==> src/rtl/ql_run_sequencer_pkg.sv <==
// Shared types and constants for the Q-learning run sequencer and its watchdog.
package ql_pkg;

    typedef enum logic [1:0] {
        SEQ_IDLE  = 2'd0,
        SEQ_RUN   = 2'd1,
        SEQ_DRAIN = 2'd2,
        SEQ_DONE  = 2'd3
    } seq_state_e;

    localparam logic [1:0] QL_ST_OK      = 2'd0;
    localparam logic [1:0] QL_ST_ABORTED = 2'd1;
    localparam logic [1:0] QL_ST_TIMEOUT = 2'd2;

    localparam logic QL_MODE_TRAIN  = 1'b0;
    localparam logic QL_MODE_RESUME = 1'b1;

    localparam int QL_CFG_W = 16;

endpackage

==> src/rtl/ql_run_sequencer_wdt.sv <==
// Saturating run-cycle counter with an optional timeout compare.
// The compare exists only when QL_RUN_WDT_EN is defined.
module ql_run_wdt
    import ql_pkg::*;
#(
    parameter int CYC_W = 32
) (
    input  logic             clk,
    input  logic             rst,
    input  logic             i_clear,
    input  logic             i_count,
`ifdef QL_RUN_WDT_EN
    input  logic [CYC_W-1:0] i_timeout,
    output logic             o_expired,
`endif
    output logic [CYC_W-1:0] o_run_cycles
);

    localparam logic [CYC_W-1:0] ONE = {{(CYC_W-1){1'b0}}, 1'b1};

    logic [CYC_W-1:0] r_count;

    // Counter sticks at all-ones rather than wrapping back to a small value.
    always_ff @(posedge clk or posedge rst) begin
        if (rst) begin
            r_count <= '0;
        end else if (i_clear) begin
            r_count <= '0;
        end else if (i_count && (r_count != '1)) begin
            r_count <= r_count + ONE;
        end
    end

    assign o_run_cycles = r_count;

`ifdef QL_RUN_WDT_EN
    assign o_expired = (i_timeout != '0) && (r_count >= i_timeout);
`endif

endmodule

==> src/rtl/ql_run_sequencer.sv <==
// Host-side run sequencer: one accepted command becomes a start/active run of the control unit.
// Optional watchdog timeout is built only when QL_RUN_WDT_EN is defined.
module ql_run_sequencer
    import ql_pkg::*;
#(
    parameter int CYC_W = 32
) (
    input  logic                clk,
    input  logic                rst,
    input  logic                i_cmd_valid,
    output logic                o_cmd_ready,
    input  logic                i_cmd_mode,
    input  logic                i_cmd_abort,
    input  logic [QL_CFG_W-1:0] i_cfg_max_step,
    input  logic [QL_CFG_W-1:0] i_cfg_max_episode,
    input  logic [QL_CFG_W-1:0] i_cfg_seed,
    input  logic [CYC_W-1:0]    i_cfg_timeout,
    output logic                o_cu_start,
    output logic                o_cu_active,
    output logic [QL_CFG_W-1:0] o_cu_max_step,
    output logic [QL_CFG_W-1:0] o_cu_max_episode,
    output logic [QL_CFG_W-1:0] o_cu_seed,
    input  logic                i_cu_finish,
    input  logic                i_cu_idle,
    input  logic [QL_CFG_W-1:0] i_cu_ec,
    output logic                o_busy,
    output logic                o_done,
    output logic [1:0]          o_status,
    output logic [CYC_W-1:0]    o_run_cycles,
    output logic [QL_CFG_W-1:0] o_episodes
);

    seq_state_e r_state, w_next_state;

    logic                r_mode;
    logic [QL_CFG_W-1:0] r_max_step, r_max_episode, r_seed, r_episodes;
    logic [1:0]          r_status;
    logic                r_left_idle, r_abort_pend;

    logic w_accept, w_in_run, w_stop_abort, w_stop_wdt, w_exit_run;

    assign w_in_run     = (r_state == SEQ_RUN);
    assign w_accept     = (r_state == SEQ_IDLE) && i_cmd_valid && i_cu_idle;
    // Stops wait for left_idle so the control unit is never cut off before it has moved.
    assign w_stop_abort = (r_abort_pend || i_cmd_abort) && r_left_idle;
    assign w_exit_run   = w_in_run && (i_cu_finish || w_stop_abort || w_stop_wdt);

`ifdef QL_RUN_WDT_EN
    logic [CYC_W-1:0] r_timeout;
    logic             w_expired;

    always_ff @(posedge clk or posedge rst) begin
        if (rst) begin
            r_timeout <= '0;
        end else if (w_accept) begin
            r_timeout <= i_cfg_timeout;
        end
    end

    ql_run_wdt #(.CYC_W(CYC_W)) u_wdt (
        .clk          (clk),
        .rst          (rst),
        .i_clear      (w_accept),
        .i_count      (w_in_run),
        .i_timeout    (r_timeout),
        .o_expired    (w_expired),
        .o_run_cycles (o_run_cycles)
    );

    assign w_stop_wdt = w_expired && r_left_idle;
`else
    logic w_unused_timeout;
    assign w_unused_timeout = ^i_cfg_timeout;

    ql_run_wdt #(.CYC_W(CYC_W)) u_wdt (
        .clk          (clk),
        .rst          (rst),
        .i_clear      (w_accept),
        .i_count      (w_in_run),
        .o_run_cycles (o_run_cycles)
    );

    assign w_stop_wdt = 1'b0;
`endif

    always_ff @(posedge clk or posedge rst) begin
        if (rst) begin
            r_state <= SEQ_IDLE;
        end else begin
            r_state <= w_next_state;
        end
    end

    always_comb begin
        w_next_state = r_state;
        case (r_state)
            SEQ_IDLE:  if (w_accept) w_next_state = SEQ_RUN;
            SEQ_RUN:   if (w_exit_run) w_next_state = SEQ_DRAIN;
            SEQ_DRAIN: if (!i_cu_finish && i_cu_idle) w_next_state = SEQ_DONE;
            SEQ_DONE:  w_next_state = SEQ_IDLE;
            default:   w_next_state = SEQ_IDLE;
        endcase
    end

    // cmd_ready is gated by rst so every output reads 0 while reset is held.
    always_comb begin
        o_cmd_ready = (r_state == SEQ_IDLE) && i_cu_idle && !rst;
        o_cu_start  = w_in_run && (r_mode == QL_MODE_TRAIN);
        o_cu_active = w_in_run && (r_mode == QL_MODE_RESUME);
        o_busy      = (r_state == SEQ_RUN) || (r_state == SEQ_DRAIN);
        o_done      = (r_state == SEQ_DONE);
    end

    // Finish outranks abort, which outranks timeout, when they coincide.
    always_ff @(posedge clk or posedge rst) begin
        if (rst) begin
            r_mode        <= QL_MODE_TRAIN;
            r_max_step    <= '0;
            r_max_episode <= '0;
            r_seed        <= '0;
            r_episodes    <= '0;
            r_status      <= QL_ST_OK;
            r_left_idle   <= 1'b0;
            r_abort_pend  <= 1'b0;
        end else if (w_accept) begin
            r_mode        <= i_cmd_mode;
            r_max_step    <= i_cfg_max_step;
            r_max_episode <= i_cfg_max_episode;
            r_seed        <= i_cfg_seed;
            r_episodes    <= '0;
            r_status      <= QL_ST_OK;
            r_left_idle   <= 1'b0;
            r_abort_pend  <= 1'b0;
        end else if (w_in_run) begin
            if (!i_cu_idle) r_left_idle <= 1'b1;
            if (i_cmd_abort) r_abort_pend <= 1'b1;
            if (i_cu_finish) begin
                r_episodes <= i_cu_ec;
            end else if (w_stop_abort) begin
                r_status <= QL_ST_ABORTED;
            end else if (w_stop_wdt) begin
                r_status <= QL_ST_TIMEOUT;
            end
        end
    end

    assign o_cu_max_step    = r_max_step;
    assign o_cu_max_episode = r_max_episode;
    assign o_cu_seed        = r_seed;
    assign o_status         = r_status;
    assign o_episodes       = r_episodes;

endmodule

==> config.mk <==
export PLATFORM = sky130hd
export DESIGN_NAME = ql_run_sequencer
export DESIGN_NICKNAME = d
export VERILOG_FILES = /design/src/rtl/ql_run_sequencer_pkg.sv /design/src/rtl/ql_run_sequencer_wdt.sv /design/src/rtl/ql_run_sequencer.sv
export SDC_FILE = /design/constraint.sdc
export NUM_CORES = 1
export LEC_CHECK = 0
export ABC_AREA = 1
export BUFFER_PORTS_ARGS = -buffer_cell sky130_fd_sc_hd__buf_2
export CORE_UTILIZATION = 44
export DETAILED_ROUTE_END_ITERATION = 7
export PLACE_DENSITY_LB_ADDON = 0.08
export SLEW_MARGIN = 15
export SYNTH_ARGS = -nofsm -noshare
export SYNTH_HDL_FRONTEND = slang
export SYNTH_SLANG_ARGS = --single-unit
==> constraint.sdc <==
create_clock -name clk -period 3.6 [get_ports clk]
set_clock_uncertainty 0.15 [all_clocks]
set_input_delay 0.72 -clock clk [delete_from_list [all_inputs] [get_ports clk]]
set_output_delay 0.72 -clock clk [all_outputs]
set_load 0.05 [all_outputs]
---- Word level (Yosys, flattened, before mapping) ----
Cells that the tools add are included.
word-level totals
  output and inout port bits .............. 103
  input bits .............................. 103
  register bits after elaboration ......... 103
cells by class
  reduce and logical (&&, ||, !) cells .... 26
  bitwise logic cells ..................... 1
  mux-type cells .......................... 19
  equality and inequality tests ........... 9
  $add $sub $neg .......................... 1
operator list
  operator                                                                 number
  32-bit two-way mux                                                       2
  16-bit two-way mux                                                       3
  32-bit by 1-bit adder with 32-bit output, second input constant          1
  32-bit inequality test, second input constant                            1
  2-bit two-way mux                                                        7
  1-bit logical AND                                                        10
  2-bit nonzero test                                                       5
  2-bit case mux with 4 select lines                                       1
  1-bit two-way mux                                                        6
  2-bit by 1-bit inequality test with 1-bit output, second input constant  3
  2-bit AND reduction                                                      3
  3-bit AND reduction                                                      2
  2-bit == test, second input constant                                     2
  2-bit inequality test, second input constant                             2
  1-bit logical OR                                                         3
  2-bit by 1-bit == test with 1-bit output, second input constant          1
  1-bit logical NOT                                                        2
  2-bit logical NOT                                                        1
  1-bit inverter                                                           1

---- Logic depth before layout (Yosys ltp) ----
  depth in word-level cells ............... 6
  depth in mapped cells ................... 10
  mapped depth without buffers ............ 10

---- Hierarchy ----
A second synthesis with hierarchy kept.
second synthesis, totals
  cell total of the unflattened synthesis .. 685
  area, all modules ....................... 5092.4 µm²
by module, submodules not included
  module            times used  area each (µm²)  sequential area each (µm²)  cells an instance
  ql_run_sequencer  1           2817.7           1751.7                      325
  ql_run_wdt        1           2274.7           800.8                       360

---- Least setup slack after synthesis ----
Ideal clock, no wire load.
  path type ............................... input to output
  start point ............................. input i_cu_idle
  end point ............................... output o_cmd_ready
  stages on the path ...................... 2
  data required time ...................... 2730 ps
  buffers on the path ..................... 0
  arrival ................................. 1826 ps
  slack ................................... 904 ps
  path through ............................ inv_1 nor3_1
on the way
  cells in the longest elaborated chain, start to end .. 2
ends and longest elaborated chain
  item                            line                     RTL
  from (decl)                     ql_run_sequencer.sv:24   input logic i_cu_idle,
  1-bit logical AND (2 in a row)  ql_run_sequencer.sv:107  o_cmd_ready = (r_state == SEQ_IDLE) && i_cu_idle && !rst;
  to (decl)                       ql_run_sequencer.sv:11   output logic o_cmd_ready,
Every way passes these cells.

---- Final worst setup path ----
  start point ............................. register r_state[1]
  end point ............................... output o_cu_start
on the way
  cells in the longest elaborated chain, start to end .. 2
ends and longest elaborated chain
  item                                      line                     RTL
  from (decl)                               ql_run_sequencer.sv:33   seq_state_e r_state, w_next_state;
  from (signal assigned)                    ql_run_sequencer.sv:90   r_state <= w_next_state;
  2-bit by 1-bit == test with 1-bit output  ql_run_sequencer.sv:42   assign w_in_run = (r_state == SEQ_RUN);
  1-bit logical AND                         ql_run_sequencer.sv:108  o_cu_start = w_in_run && (r_mode == QL_MODE_TRAIN);
  to (decl)                                 ql_run_sequencer.sv:18   output logic o_cu_start,
Every way passes these cells.

==> results_dict.tcl <==
set metrics [dict create \
    drv_cap 0 \
    p_leak_nw 3.514 \
    synth_common_cells "nand2_1, dfrtp_1, nor2_1, nand3_1, inv_1" \
    cts_resized 0 \
    num_vias 4816 \
    cts_setup_buffers 0 \
    timing.final.crit_share_pct 77.50 \
    drcViolationCount 0 \
    ys_seq_area_share_pct 50.10 \
    drtIter0Drc 323 \
    die_w_um 109.6 \
    required_ps 2730 \
    whs_path_depth 2 \
    fin_crit_ps 2790 \
    grt_first_pass_wirelength_um 21670 \
    ant_nets 0 \
    status "complete, no violations" \
    hold_buffers 0 \
    syn_inst 669 \
    place_hpwl_um 9486 \
    min_to "o_cu_max_step[0]" \
    grt_max_degree 79 \
    worstHoldStart "o_cu_max_step[0]" \
    fillCellCount 1068 \
    setup-tns-final_ps 0 \
    grt_util_all_layers_pct 23.56 \
    vdd_drop_max_mv 0.7006 \
    ys_warn_count 0 \
    async_flop_share_pct 100.0 \
    avgSynthCellArea_um2 7.616 \
    cp-end-kind "output pin" \
    worst-slew-pin-transition_ps 953.6 \
    r2r-start "r_state[1]" \
    die_area_mm2 0.01201 \
    synth_nets 777 \
    arrival_ps 1920 \
    final_nets 939 \
    clkSinkCount 102 \
    reg2reg_to "o_cu_seed[8]" \
    synth_flop_cell "dfrtp_1" \
    synth_area_mm2 0.005095 \
    start_kind "flip-flop" \
    synth_edf_count 0 \
    setup_viol 0 \
    fmax_ghz 0.3584 \
    hold_violations 0 \
    yosys.area.top_type "dfrtp_1" \
    rr_worst_depth 7 \
    clkSlewWorstSetupHoldPaths_ps 70 \
    insertion_delay_ps 350 \
    fin_hold_ws_ps 328.2 \
    fin_ws_ps 810.1 \
    cts_tree "yes" \
    synthDistinctLibCells 33 \
    ys_top_cells_by_area "dfrtp_1, nand2_1, nand3_1, nor2_1, inv_1" \
    crit_path_start "r_state[1]" \
    gr-total-overflow 0 \
    io_pins 206 \
    grt_pass1_vias 4427 \
    synth-seq-cells 102 \
    finalWirelength_um 13340 \
    reg2reg_slack_ps 1040 \
    antenna_found_initial 0 \
    dp_slack_ps 959.4 \
    initial_utilization_pct 45.99 \
    wl_per_cell_um 13.68 \
    viasPerCell 4.939 \
    core.rowCount 38 \
    worstSetupPathType "reg2out" \
    grt_setup_unrepaired "false" \
    cts-buffers-inserted 9 \
    fp.dieH_um 109.6 \
    synth.top_cell.area_share_pct 50.10 \
    drive_gt1_share_pct 25.75 \
    cts-root-buf "clkbuf_16" \
    slew_headroom_pct 36.43 \
    core-area_mm2 0.01108 \
    area_growth_pct 24.61 \
    first_pass_iters 5 \
    n_antenna_cell 0 \
    p_per_area_mw_per_mm2 897.0 \
    ctsHtreeMaxLevel 3 \
    gp_congestion 0.8743 \
    port_buffers 172 \
    synth.most_common_cell "nand2_1" \
    slew_viol_final 0 \
    clockBufferDepth 2 \
    final_util_pct 57.31 \
    crit_fanout 9 \
    hp-class "reg2reg" \
]
-- sequential cells by signal (all words and copies together) (netlist names) --
name	cells
u_wdt.o_run_cycles	32
o_cu_max_episode	16
o_cu_max_step	16
o_cu_seed	16
o_episodes	16
r_state	2
o_status	1
r_abort_pend	1
r_left_idle	1
r_mode	1
-- where the power goes --
| part | total, mW | switching (mW) | internal, mW | leakage, nW |
|---|---|---|---|---|
| Sequential | 1.83 | 0.266 | 1.56 | 1.32 |
| Combinational | 2.80 | 2.20 | 0.600 | 2.04 |
| Clock | 1.07 | 0.439 | 0.631 | 0.157 |
-- worst max path at each step --
| stage | to | slack, ps | depth (start not counted) |
|---|---|---|---|
| floorplan | o_cu_max_episode[0] | 50 | 1 |
| global placement | o_cu_seed[7] | 1010 | 6 |
| detailed placement | o_cu_max_episode[3] | 960 | 6 |
| CTS | o_cu_start | 800 | 5 |
| global route | o_cu_start | 710 | 5 |
| finish | o_cu_start | 810 | 5 |
-- cell type report --
| cell class | count | area (um^2) | area share, % |
|---|---|---|---|
| clock buffer | 11 | 242.7 | 3.823 |
| clock inverter | 4 | 77.57 | 1.222 |
| inverter | 31 | 118.9 | 1.872 |
| multi-input combinational | 511 | 2291 | 36.09 |
| sequential | 102 | 2552 | 40.20 |
| tap | 140 | 175.2 | 2.759 |
| timing repair buffer | 176 | 890.9 | 14.03 |
-- placed cells by master, fill, tap and decap left out, drive strengths merged --
cell / n
nand2: 334
buf: 176
dfrtp: 102
nor2: 63
nand3: 45
inv: 33
a21oi: 17
o21ai: 17
clkbuf: 11
nand3b: 8
xor2: 7
o21bai: 5
ha: 5
nand4: 4
nor3: 2
bufinv: 2
o211ai: 1
xnor2: 1
a21o: 1
conb: 1
-- critical path, cell delays in order, from the launching register on --
cell	delay [ps]
dfrtp_1	400
inv_1	120
ha_1	500
inv_1	170
nor2_1	110
buf_2	270
-- per-layer routing --
metal / global-route usage (%) / wire (um)
met5: 0 / 0
met1: 31.04 / 6009
met2: 36.97 / 6153
met4: 9.429 / 235
met3: 6.165 / 937
-- cells by family after synthesis --
family,after synthesis,synth area share [%]
AOI/OAI and AO/OA,41,5.035
other,1,0.07360
DFF,102,50.10
buffers and inverters,56,5.182
xor gates and xnor gates,8,1.375
and+or+nand+nor,456,37.01
adders and majority gates,5,1.228
-- stage by stage --
stage / std cells / total power, mW / cell area, um^2
after CTS: 975 / 5.745 / 6349
after floorplan: 669 / 4.015 / 5095
after detailed placement: 960 / 4.659 / 6028
final: 975 / 5.695 / 6349
after global placement: 960 / 4.601 / 6028
after global routing: 975 / 6.008 / 6349
Note: power is estimated with default switching activity, not from simulation.
